--- src/rtl/pep_mmacc_gram_req_sched.sv ---
// Requester-side GRAM scheduler: queues access commands, issues them to the arbiter,
// enforces re-request holdoff and generates the slot-aligned one-hot access window.
module pep_mmacc_gram_req_sched #(
    parameter  int GRAM_NB    = 4,
    parameter  int SLOT_CYCLE = 8,
    parameter  int SLOT_NB    = 4,
    parameter  int FIFO_DEPTH = 4,
    localparam int GRAM_ID_W  = $clog2(GRAM_NB),
    localparam int SLOT_W     = $clog2(SLOT_NB)
) (
    input  logic                 clk,
    input  logic                 a_rst,
    input  logic [GRAM_ID_W-1:0] in_grid,
    input  logic                 in_critical,
    input  logic                 in_vld,
    output logic                 in_rdy,
    output logic [GRAM_ID_W-1:0] garb_req_grid,
    output logic                 garb_req_critical,
    output logic                 garb_req_vld,
    input  logic                 garb_req_rdy,
    input  logic                 garb_grant,
    output logic [GRAM_NB-1:0]   win_avail_1h,
    output logic [SLOT_W-1:0]    win_slot,
    output logic                 win_last,
    output logic                 busy,
    output logic                 err_grant,
    output logic                 err_overlap
);

    localparam int PTR_W  = $clog2(FIFO_DEPTH);
    localparam int CYC_W  = $clog2(SLOT_CYCLE);
    localparam int HOLD_W = $clog2((SLOT_NB - 1) * SLOT_CYCLE + 1);

    localparam logic [HOLD_W-1:0] HOLD_LOAD = HOLD_W'((SLOT_NB - 1) * SLOT_CYCLE);
    localparam logic [CYC_W-1:0]  CYC_LOAD  = CYC_W'(SLOT_CYCLE - 1);
    localparam logic [SLOT_W-1:0] SLOT_LAST = SLOT_W'(SLOT_NB - 1);
    localparam logic [PTR_W:0]    FIFO_FULL = (PTR_W + 1)'(FIFO_DEPTH);

    localparam logic [1:0] ST_IDLE = 2'd0;
    localparam logic [1:0] ST_REQ  = 2'd1;
    localparam logic [1:0] ST_WAIT = 2'd2;

    logic [GRAM_ID_W:0]   fifo_mem [FIFO_DEPTH];
    logic [PTR_W-1:0]     wr_ptr;
    logic [PTR_W-1:0]     rd_ptr;
    logic [PTR_W:0]       fifo_cnt;
    logic                 fifo_empty;
    logic                 fifo_full;
    logic                 push;
    logic                 pop;
    logic [GRAM_ID_W:0]   head;

    logic [1:0]           state;
    logic [1:0]           state_nxt;
    logic [HOLD_W-1:0]    holdoff_cnt;
    logic                 hold_ok;
    logic                 grant_ok;
    logic [GRAM_ID_W-1:0] pend_grid;

    logic                 win_open;
    logic [GRAM_ID_W-1:0] win_grid;
    logic [SLOT_W-1:0]    slot_cnt;
    logic [CYC_W-1:0]     cyc_cnt;

    // Command queue; a full queue still takes a push in the cycle the head is popped.
    assign fifo_empty = (fifo_cnt == '0);
    assign fifo_full  = (fifo_cnt == FIFO_FULL);
    assign pop        = garb_req_vld & garb_req_rdy;
    assign in_rdy     = ~fifo_full | pop;
    assign push       = in_vld & in_rdy;
    assign head       = fifo_mem[rd_ptr];

    always_ff @(posedge clk) begin
        if (push) begin
            fifo_mem[wr_ptr] <= {in_grid, in_critical};
        end
    end

    always_ff @(posedge clk or posedge a_rst) begin
        if (a_rst) begin
            wr_ptr   <= '0;
            rd_ptr   <= '0;
            fifo_cnt <= '0;
        end else begin
            if (push) begin
                wr_ptr <= wr_ptr + 1'b1;
            end
            if (pop) begin
                rd_ptr <= rd_ptr + 1'b1;
            end
            case ({push, pop})
                2'b10:   fifo_cnt <= fifo_cnt + 1'b1;
                2'b01:   fifo_cnt <= fifo_cnt - 1'b1;
                default: fifo_cnt <= fifo_cnt;
            endcase
        end
    end

    // Entering REQ one cycle early lets garb_req_vld rise exactly when holdoff reaches 0.
    assign hold_ok  = (holdoff_cnt <= HOLD_W'(1));
    assign grant_ok = garb_grant & (state == ST_WAIT);

    always_comb begin
        state_nxt = state;
        case (state)
            ST_IDLE: if ((~fifo_empty | push) & hold_ok) state_nxt = ST_REQ;
            ST_REQ:  if (garb_req_rdy) state_nxt = ST_WAIT;
            ST_WAIT: if (garb_grant) state_nxt = ST_IDLE;
            default: state_nxt = ST_IDLE;
        endcase
    end

    always_ff @(posedge clk or posedge a_rst) begin
        if (a_rst) begin
            state       <= ST_IDLE;
            holdoff_cnt <= '0;
            pend_grid   <= '0;
        end else begin
            state <= state_nxt;
            if (grant_ok) begin
                holdoff_cnt <= HOLD_LOAD;
            end else if (holdoff_cnt != '0) begin
                holdoff_cnt <= holdoff_cnt - 1'b1;
            end
            if (pop) begin
                pend_grid <= head[GRAM_ID_W:1];
            end
        end
    end

    assign garb_req_vld      = (state == ST_REQ);
    assign garb_req_grid     = garb_req_vld ? head[GRAM_ID_W:1] : '0;
    assign garb_req_critical = garb_req_vld & head[0];

    // Window: slot index counts up, cycle-in-slot counts down to its terminal 0.
    always_ff @(posedge clk or posedge a_rst) begin
        if (a_rst) begin
            win_open <= 1'b0;
            win_grid <= '0;
            slot_cnt <= '0;
            cyc_cnt  <= '0;
        end else if (grant_ok) begin
            win_open <= 1'b1;
            win_grid <= pend_grid;
            slot_cnt <= '0;
            cyc_cnt  <= CYC_LOAD;
        end else if (win_open) begin
            if (cyc_cnt == '0) begin
                if (slot_cnt == SLOT_LAST) begin
                    win_open <= 1'b0;
                    slot_cnt <= '0;
                end else begin
                    slot_cnt <= slot_cnt + 1'b1;
                    cyc_cnt  <= CYC_LOAD;
                end
            end else begin
                cyc_cnt <= cyc_cnt - 1'b1;
            end
        end
    end

    assign win_avail_1h = win_open ? (GRAM_NB'(1) << win_grid) : '0;
    assign win_slot     = slot_cnt;
    assign win_last     = win_open & (slot_cnt == SLOT_LAST) & (cyc_cnt == '0);

    assign busy        = ~fifo_empty | (state != ST_IDLE) | win_open;
    assign err_grant   = garb_grant & (state != ST_WAIT) & ~a_rst;
    assign err_overlap = garb_grant & win_open & ~a_rst;

endmodule

--- config.mk ---
export PLATFORM = sky130hd
export DESIGN_NAME = pep_mmacc_gram_req_sched
export DESIGN_NICKNAME = d
export VERILOG_FILES = /design/src/rtl/pep_mmacc_gram_req_sched.sv
export SDC_FILE = /design/constraint.sdc
export NUM_CORES = 1
export LEC_CHECK = 0
export CORE_MARGIN = 2
export CORE_UTILIZATION = 40
export CTS_BUF_LIST = sky130_fd_sc_hd__clkbuf_8
export CTS_CLUSTER_DIAMETER = 80
export DETAILED_ROUTE_END_ITERATION = 6
export SYNTH_ARGS = -nofsm -noshare
export SYNTH_HDL_FRONTEND = slang
export SYNTH_SLANG_ARGS = --single-unit
export TNS_END_PERCENT = 50
--- constraint.sdc ---
create_clock -name clk -period 1.9 [get_ports clk]
set_input_delay 0.19 -clock clk [delete_from_list [all_inputs] [get_ports clk]]
set_output_delay 0.19 -clock clk [all_outputs]
set_load 0.01 [all_outputs]
# Word level (Yosys, flattened, before mapping)
# Memory sizes are Yosys's and may differ from the RTL's.
# Index checks and enable logic that the tools add are counted.
dict set report word_totals {
  reg_bits 24
  out_inout_bits 15
  memories 1
  input_bits 8
  ramBits 12
}
dict set report op_classes {
  shift 1
  muxes 23
  eq_ne 11
  n_lt_le_gt_ge 1
  bitwise 18
  n_addsub 7
  n_reduce_logical 12
}
# memory depth word_bits read_ports rd_ports_with_merged_regs write_ports line
set memory_table {}
lappend memory_table {fifo_mem 4 3 1 0 1 43} ;# logic [GRAM_ID_W:0] fifo_mem [FIFO_DEPTH];
# cell count
set op_table {}
lappend op_table {{2-bit 2-to-1 mux} 8}
lappend op_table {{3-bit 2-to-1 mux} 4}
lappend op_table {{1-bit AND} 11}
lappend op_table {{5-bit 2-to-1 mux} 2}
lappend op_table {{2-bit nonzero test} 5}
lappend op_table {{2-bit by 1-bit adder with 2-bit output, second input constant} 3}
lappend op_table {{2-bit equality test, second input constant} 3}
lappend op_table {{3-bit zero test} 2}
lappend op_table {{1-bit 2-to-1 mux} 6}
lappend op_table {{2-bit != test, second input constant} 3}
lappend op_table {{2-bit one-hot mux with 3 select lines} 1}
lappend op_table {{3-bit one-hot mux with 2 select lines} 1}
lappend op_table {{3-bit by 1-bit subtractor with 3-bit output, second input constant} 2}
lappend op_table {{5-bit by 1-bit <= comparator with 1-bit output, second input constant} 1}
lappend op_table {{5-bit nonzero test} 1}
lappend op_table {{5-bit by 1-bit subtractor with 5-bit output, second input constant} 1}
lappend op_table {{2-bit by 1-bit equality test with 1-bit output, second input constant} 2}
lappend op_table {{4-bit 2-to-1 mux} 1}
lappend op_table {{1-bit bitwise OR} 4}
lappend op_table {{2-bit AND reduction} 2}
lappend op_table {{1-bit by 2-bit left shift with 4-bit output, first input constant} 1}
lappend op_table {{3-bit by 1-bit adder with 3-bit output, second input constant} 1}
lappend op_table {{3-bit equality test, second input constant} 1}
lappend op_table {{3-bit != test, second input constant} 1}
lappend op_table {{4 further kinds} 6}

# Longest topological paths before layout
dict set report depth {
  depth_word 8
  mapped_depth 9
  mapped_depth_nobuf 9
}

# Worst setup path after synthesis
# Ideal clock, no wire load.
dict set report synth_timing {
  path_type {reg2reg}
  start {reg fifo_cnt[0]}
  end {reg fifo_cnt[2]}
  stages_incl_launch_ff 10
  setup_slack_ns 0.013
  t_arrival_ns 1.807
  n_path_buf 0
  t_required_ns 1.821
  cell_sequence {dfrtp_1 -> nor2_1 -> a31oi_4 -> inv_1 -> ha_1 -> inv_1 -> fa_1 -> xor2_1 -> nor2_1 -> xor2_1}
}
dict set report synth_between {
  elab_chain_len 6
  word_cells_on_any_way 10
  cone_classes {add/sub (2); eq/ne (3); mux (1); bitwise (3); reduce/logical (1)}
}
# element line
set synth_lines {}
lappend synth_lines {{start: declaration} 46} ;# logic [PTR_W:0] fifo_cnt;
lappend synth_lines {{start signal: assignment} 92} ;# 2'b10: fifo_cnt <= fifo_cnt + 1'b1;
lappend synth_lines {{start signal: assignment} 93} ;# 2'b01: fifo_cnt <= fifo_cnt - 1'b1;
lappend synth_lines {{start signal: assignment} 94} ;# default: fifo_cnt <= fifo_cnt;
lappend synth_lines {{3-bit equality test} 67} ;# assign fifo_full = (fifo_cnt == FIFO_FULL);
lappend synth_lines {{1-bit NOT} 69} ;# assign in_rdy = ~fifo_full | pop;
lappend synth_lines {{1-bit bitwise OR} 69}
lappend synth_lines {{1-bit AND} 70} ;# assign push = in_vld & in_rdy;
lappend synth_lines {{2-bit by 1-bit equality test with 1-bit output or 2-bit equality test (tied branches)} 91} ;# case ({push, pop})
lappend synth_lines {{3-bit one-hot mux with 2 select lines or 2-bit nonzero test (tied branches)} -}
# Parallel ways exist; a longest one is shown, timed or not.
# A chain may end at the register's enable or synchronous reset.

# Worst setup path in the final report
dict set report layout_timing {
  start {reg rd_ptr[1]}
  end {out garb_req_critical}
}
dict set report layout_between {
  elab_chain_len 2
}
# element line
set layout_lines {}
lappend layout_lines {{start: declaration} 45} ;# logic [PTR_W-1:0] rd_ptr;
lappend layout_lines {{start signal: assignment} 89} ;# rd_ptr <= rd_ptr + 1'b1;
lappend layout_lines {{memory read 4 x 3 bit} -}
lappend layout_lines {{1-bit AND} 133} ;# assign garb_req_critical = garb_req_vld & head[0];
lappend layout_lines {{end: declaration} 18} ;# output logic garb_req_critical,
# No other way between the ends.

==> summary.md <==
| Metric | Value |
|---|---|
| Status | `completed` |
| H-tree depth | `2` |
| Final Instance Count excl. Fillers | `251` |
| Max Root-Sink Buffers | `2` |
| Asr flop ratio synth | `66.7%` |
| Initial Utilization | `41.4%` |
| Vias in the first global route | `1277` |
| Crit path max fanout | `3` |
| Syn Nets | `175` |
| Nets | `217` |
| Die height | `71.2 um` |
| Fmax | `556 MHz` |
| Gr ovfl total | `0` |
| Clock-pin transition on the worst setup and hold timing paths | `0.07 ns` |
| Worst-Skew Late Latency | `0.28 ns` |
| Placed cells | `238` |
| Post-Route WL | `3390 um` |
| Cts bufs inserted | `5` |
| RD Place Congestion | `0.775` |
| DRC | `0` |
| CTS Hold Bufs | `0` |
| Final setup fails | `0` |
| Clock Root Buffer | `clkbuf_8` |
| Ys flop type | `dfrtp_1` |
| Layout area overhead | `28.2%` |
| Ratio of cells with drive above 1 in the final layout | `23.1%` |
| Wire length per cell | `13.5 um` |
| Row count | `24` |
| Met3 Routed Length | `113 um` |
| Crit path required time | `1.71 ns` |
| Io pins | `23` |
| Arr. time, crit path | `1.61 ns` |
| Worst Setup End Kind | `output port` |
| Max-slew headroom | `82.5%` |
| Final Cycle Share | `94.7%` |
| CP Class | `register to output port` |
| Die W | `71.2 um` |
| Reg2Reg Depth | `8` |
| Unrepaired setup endpoints after global routing | `false` |
| Worst Max-Slew Pin Slew | `0.262 ns` |
| Slowest cell on the critical path | `dfrtp_2` |
| Setup WS pre-CTS | `-0.147 ns` |
| Via count | `1241` |
| Register bit total from synthesis | `36` |
| I/O Buffers | `22` |
| CTS tree | `done` |
| WHS | `0.233 ns` |
| Initial antenna violation count | `0` |
| Post-route ant nets | `0` |
| Syn avg cell area | `11.6 um^2` |
| Syn Inst Count | `156` |
| Area occupied by multi-input gates | `786 um^2` |
| Leak pwr | `1.06 nW` |
| N_diodes | `0` |
| CTS Sinks | `36` |
| DPL Wire Length | `2540 um` |
| Max Slew Vio Count | `0` |
| Uppermost layer routed | `met4` |
| Hold Vio Cnt, Final | `0` |
| Cell area after synthesis | `1800 um^2` |
| Core box area | `4350 um^2` |
| First-pass GRT wire length | `5780 um` |
| Placed inst area | `2160 um^2` |
| DR WL met2 | `1660 um` |
| Critical Path Most Common Cell | `buf_4` |
| Via density | `4.94` |
| Final Skew | `0.00872 ns` |
| Worst setup SP type | `register` |
| YS warnings | `0` |
| Wl on met1 | `1580 um` |
| Post-synth EDFFs | `12` |
| Iter 0 DRT Violations | `34` |
| Final setup margin | `0.101 ns` |
| Critical Path Max Stage Delay | `0.41 ns` |
| Area occupied by registers | `966 um^2` |
| Crit path cell chain | `buf_4 -> buf_4 -> mux4_2 -> nor2b_1 -> clkdlybuf4s15_1` |
| Power per cell area | `1550 nW/um^2` |
| DIE AREA | `5060 um^2` |
| Max-Cap Viols | `0` |
| HP Class | `input port to async pin` |
| Fill count | `387` |
| Fin crit period | `1.80 ns` |
| Register area share after synthesis | `53.3%` |
| Drt pass-1 iters | `4` |
| Design area | `2310 um^2` |
| Yosys cell types | `38` |
| Worst VDD drop | `0.000726 V` |
| All-Layer GR Usage | `14.8%` |
| Largest net degree at the start of global routing | `21` |
layout make-up:
cell class | instances | area share [%]
Tap cell | 52 | 2.81
Multi-Input combinational cell | 101 | 34.0
Timing Repair Buffer | 37 | 14.3
Clock buffer | 7 | 4.17
Clock inverter | 1 | 0.162
Inverter | 17 | 2.76
Sequential cell | 36 | 41.8
logic make-up after synthesis:
family          count (synthesis)  synth area share, %
fa+ha+maj                      11                 8.04
xor+xnor                        8                 3.88
flops                          36                 53.3
compound gates                 18                 6.94
buf+inv                        19                 4.02
mux                            12                 7.77
simple gates                   52                 16.1
flip-flops by register name, summed over array words and instances (netlist names):
signal and cells:
win_slot 2, rd_ptr 2, state 2, win_open 1
fifo_cnt 3, wr_ptr 2, pend_grid 2, holdoff_cnt 5
cyc_cnt 3, fifo_mem 12, win_grid 2
metrics by stage:
step | util [%] | TNS, ns | total power, mW
floorplan | - | 0 | 2.37
global placement | 49.5 | -0.0567 | 2.86
detailed placement | 49.5 | -0.251 | 2.95
CTS | 52.6 | 0 | 3.60
global route | 53.1 | 0 | 3.88
finish | 53.1 | 0 | 3.58
layout by cell type, fill, tap and decap left out, types with 2 or more instances in the layout:
master,n
o21ai_0,8
clkdlybuf4s50_1,17
and2_1,4
nor3_1,2
nand2b_1,3
or2_2,2
dlygate4sd2_1,3
and3_1,6
clkbuf_8,7
dfrtp_2,4
nand3_1,2
xnor2_1,5
ha_2,2
nand2_1,10
mux2i_1,5
dfrtp_1,20
nor2_1,12
nand3b_1,2
mux2_2,6
a21oi_1,3
ha_1,8
buf_4,15
xor2_1,3
edfxtp_1,12
inv_1,17
layer usage:
layer	global-route usage, %	up-vias
li1	-	617
met1	19.3	597
met2	24.5	21
met3	3.85	6
met4	3.98	0
met5	0	-
power by group:
group          total, mW  internal (mW)  switching [mW]
Sequential          1.43           1.13           0.302
Clock              0.571          0.325           0.246
Combinational       1.58          0.874           0.709
Total               3.58           2.33            1.26
Yosys cell counts (all sizes together), types with 3 or more instances:
cell / n / area, um^2
a21oi: 3 / 15.0
and2: 4 / 25.0
and3: 6 / 37.5
dfrtp: 24 / 601
edfxtp: 12 / 360
ha: 10 / 125
inv: 17 / 63.8
mux2: 6 / 67.6
mux2i: 5 / 50.1
nand2: 10 / 37.5
nand2b: 3 / 18.8
nand3b: 3 / 35.0
nor2: 14 / 55.1
o21ai: 8 / 40.0
xnor2: 5 / 43.8
xor2: 3 / 26.3
worst max-delay path: cells and delay by family, from the launching register on:
family | cells | cell delay, ns
buffers and inverters | 3 | 0.52
DFF | 1 | 0.41
muxes | 1 | 0.26
and+or+nand+nor | 1 | 0.14
path summary, 6_finish.rpt:
kind	startpoint	endpoint	slack [ns]
worst max-delay path	rd_ptr[1]	garb_req_critical	0.10
worst min-delay path	a_rst	holdoff_cnt[3]	0.23
worst max register to register	state[1]	fifo_cnt[2]	0.13
worst min register to register	pend_grid[0]	pend_grid[0]	0.48
max in group asynchronous	a_rst	win_open	1.35
min in group clk	pend_grid[0]	pend_grid[0]	0.48
repair_timing:
item	in CTS	in global routing
pin swaps	0	1
setup buffers	4	1
gates resized for setup	9	7
setup endpoints to repair	6	4
Power figures use the tool's default switching activity.
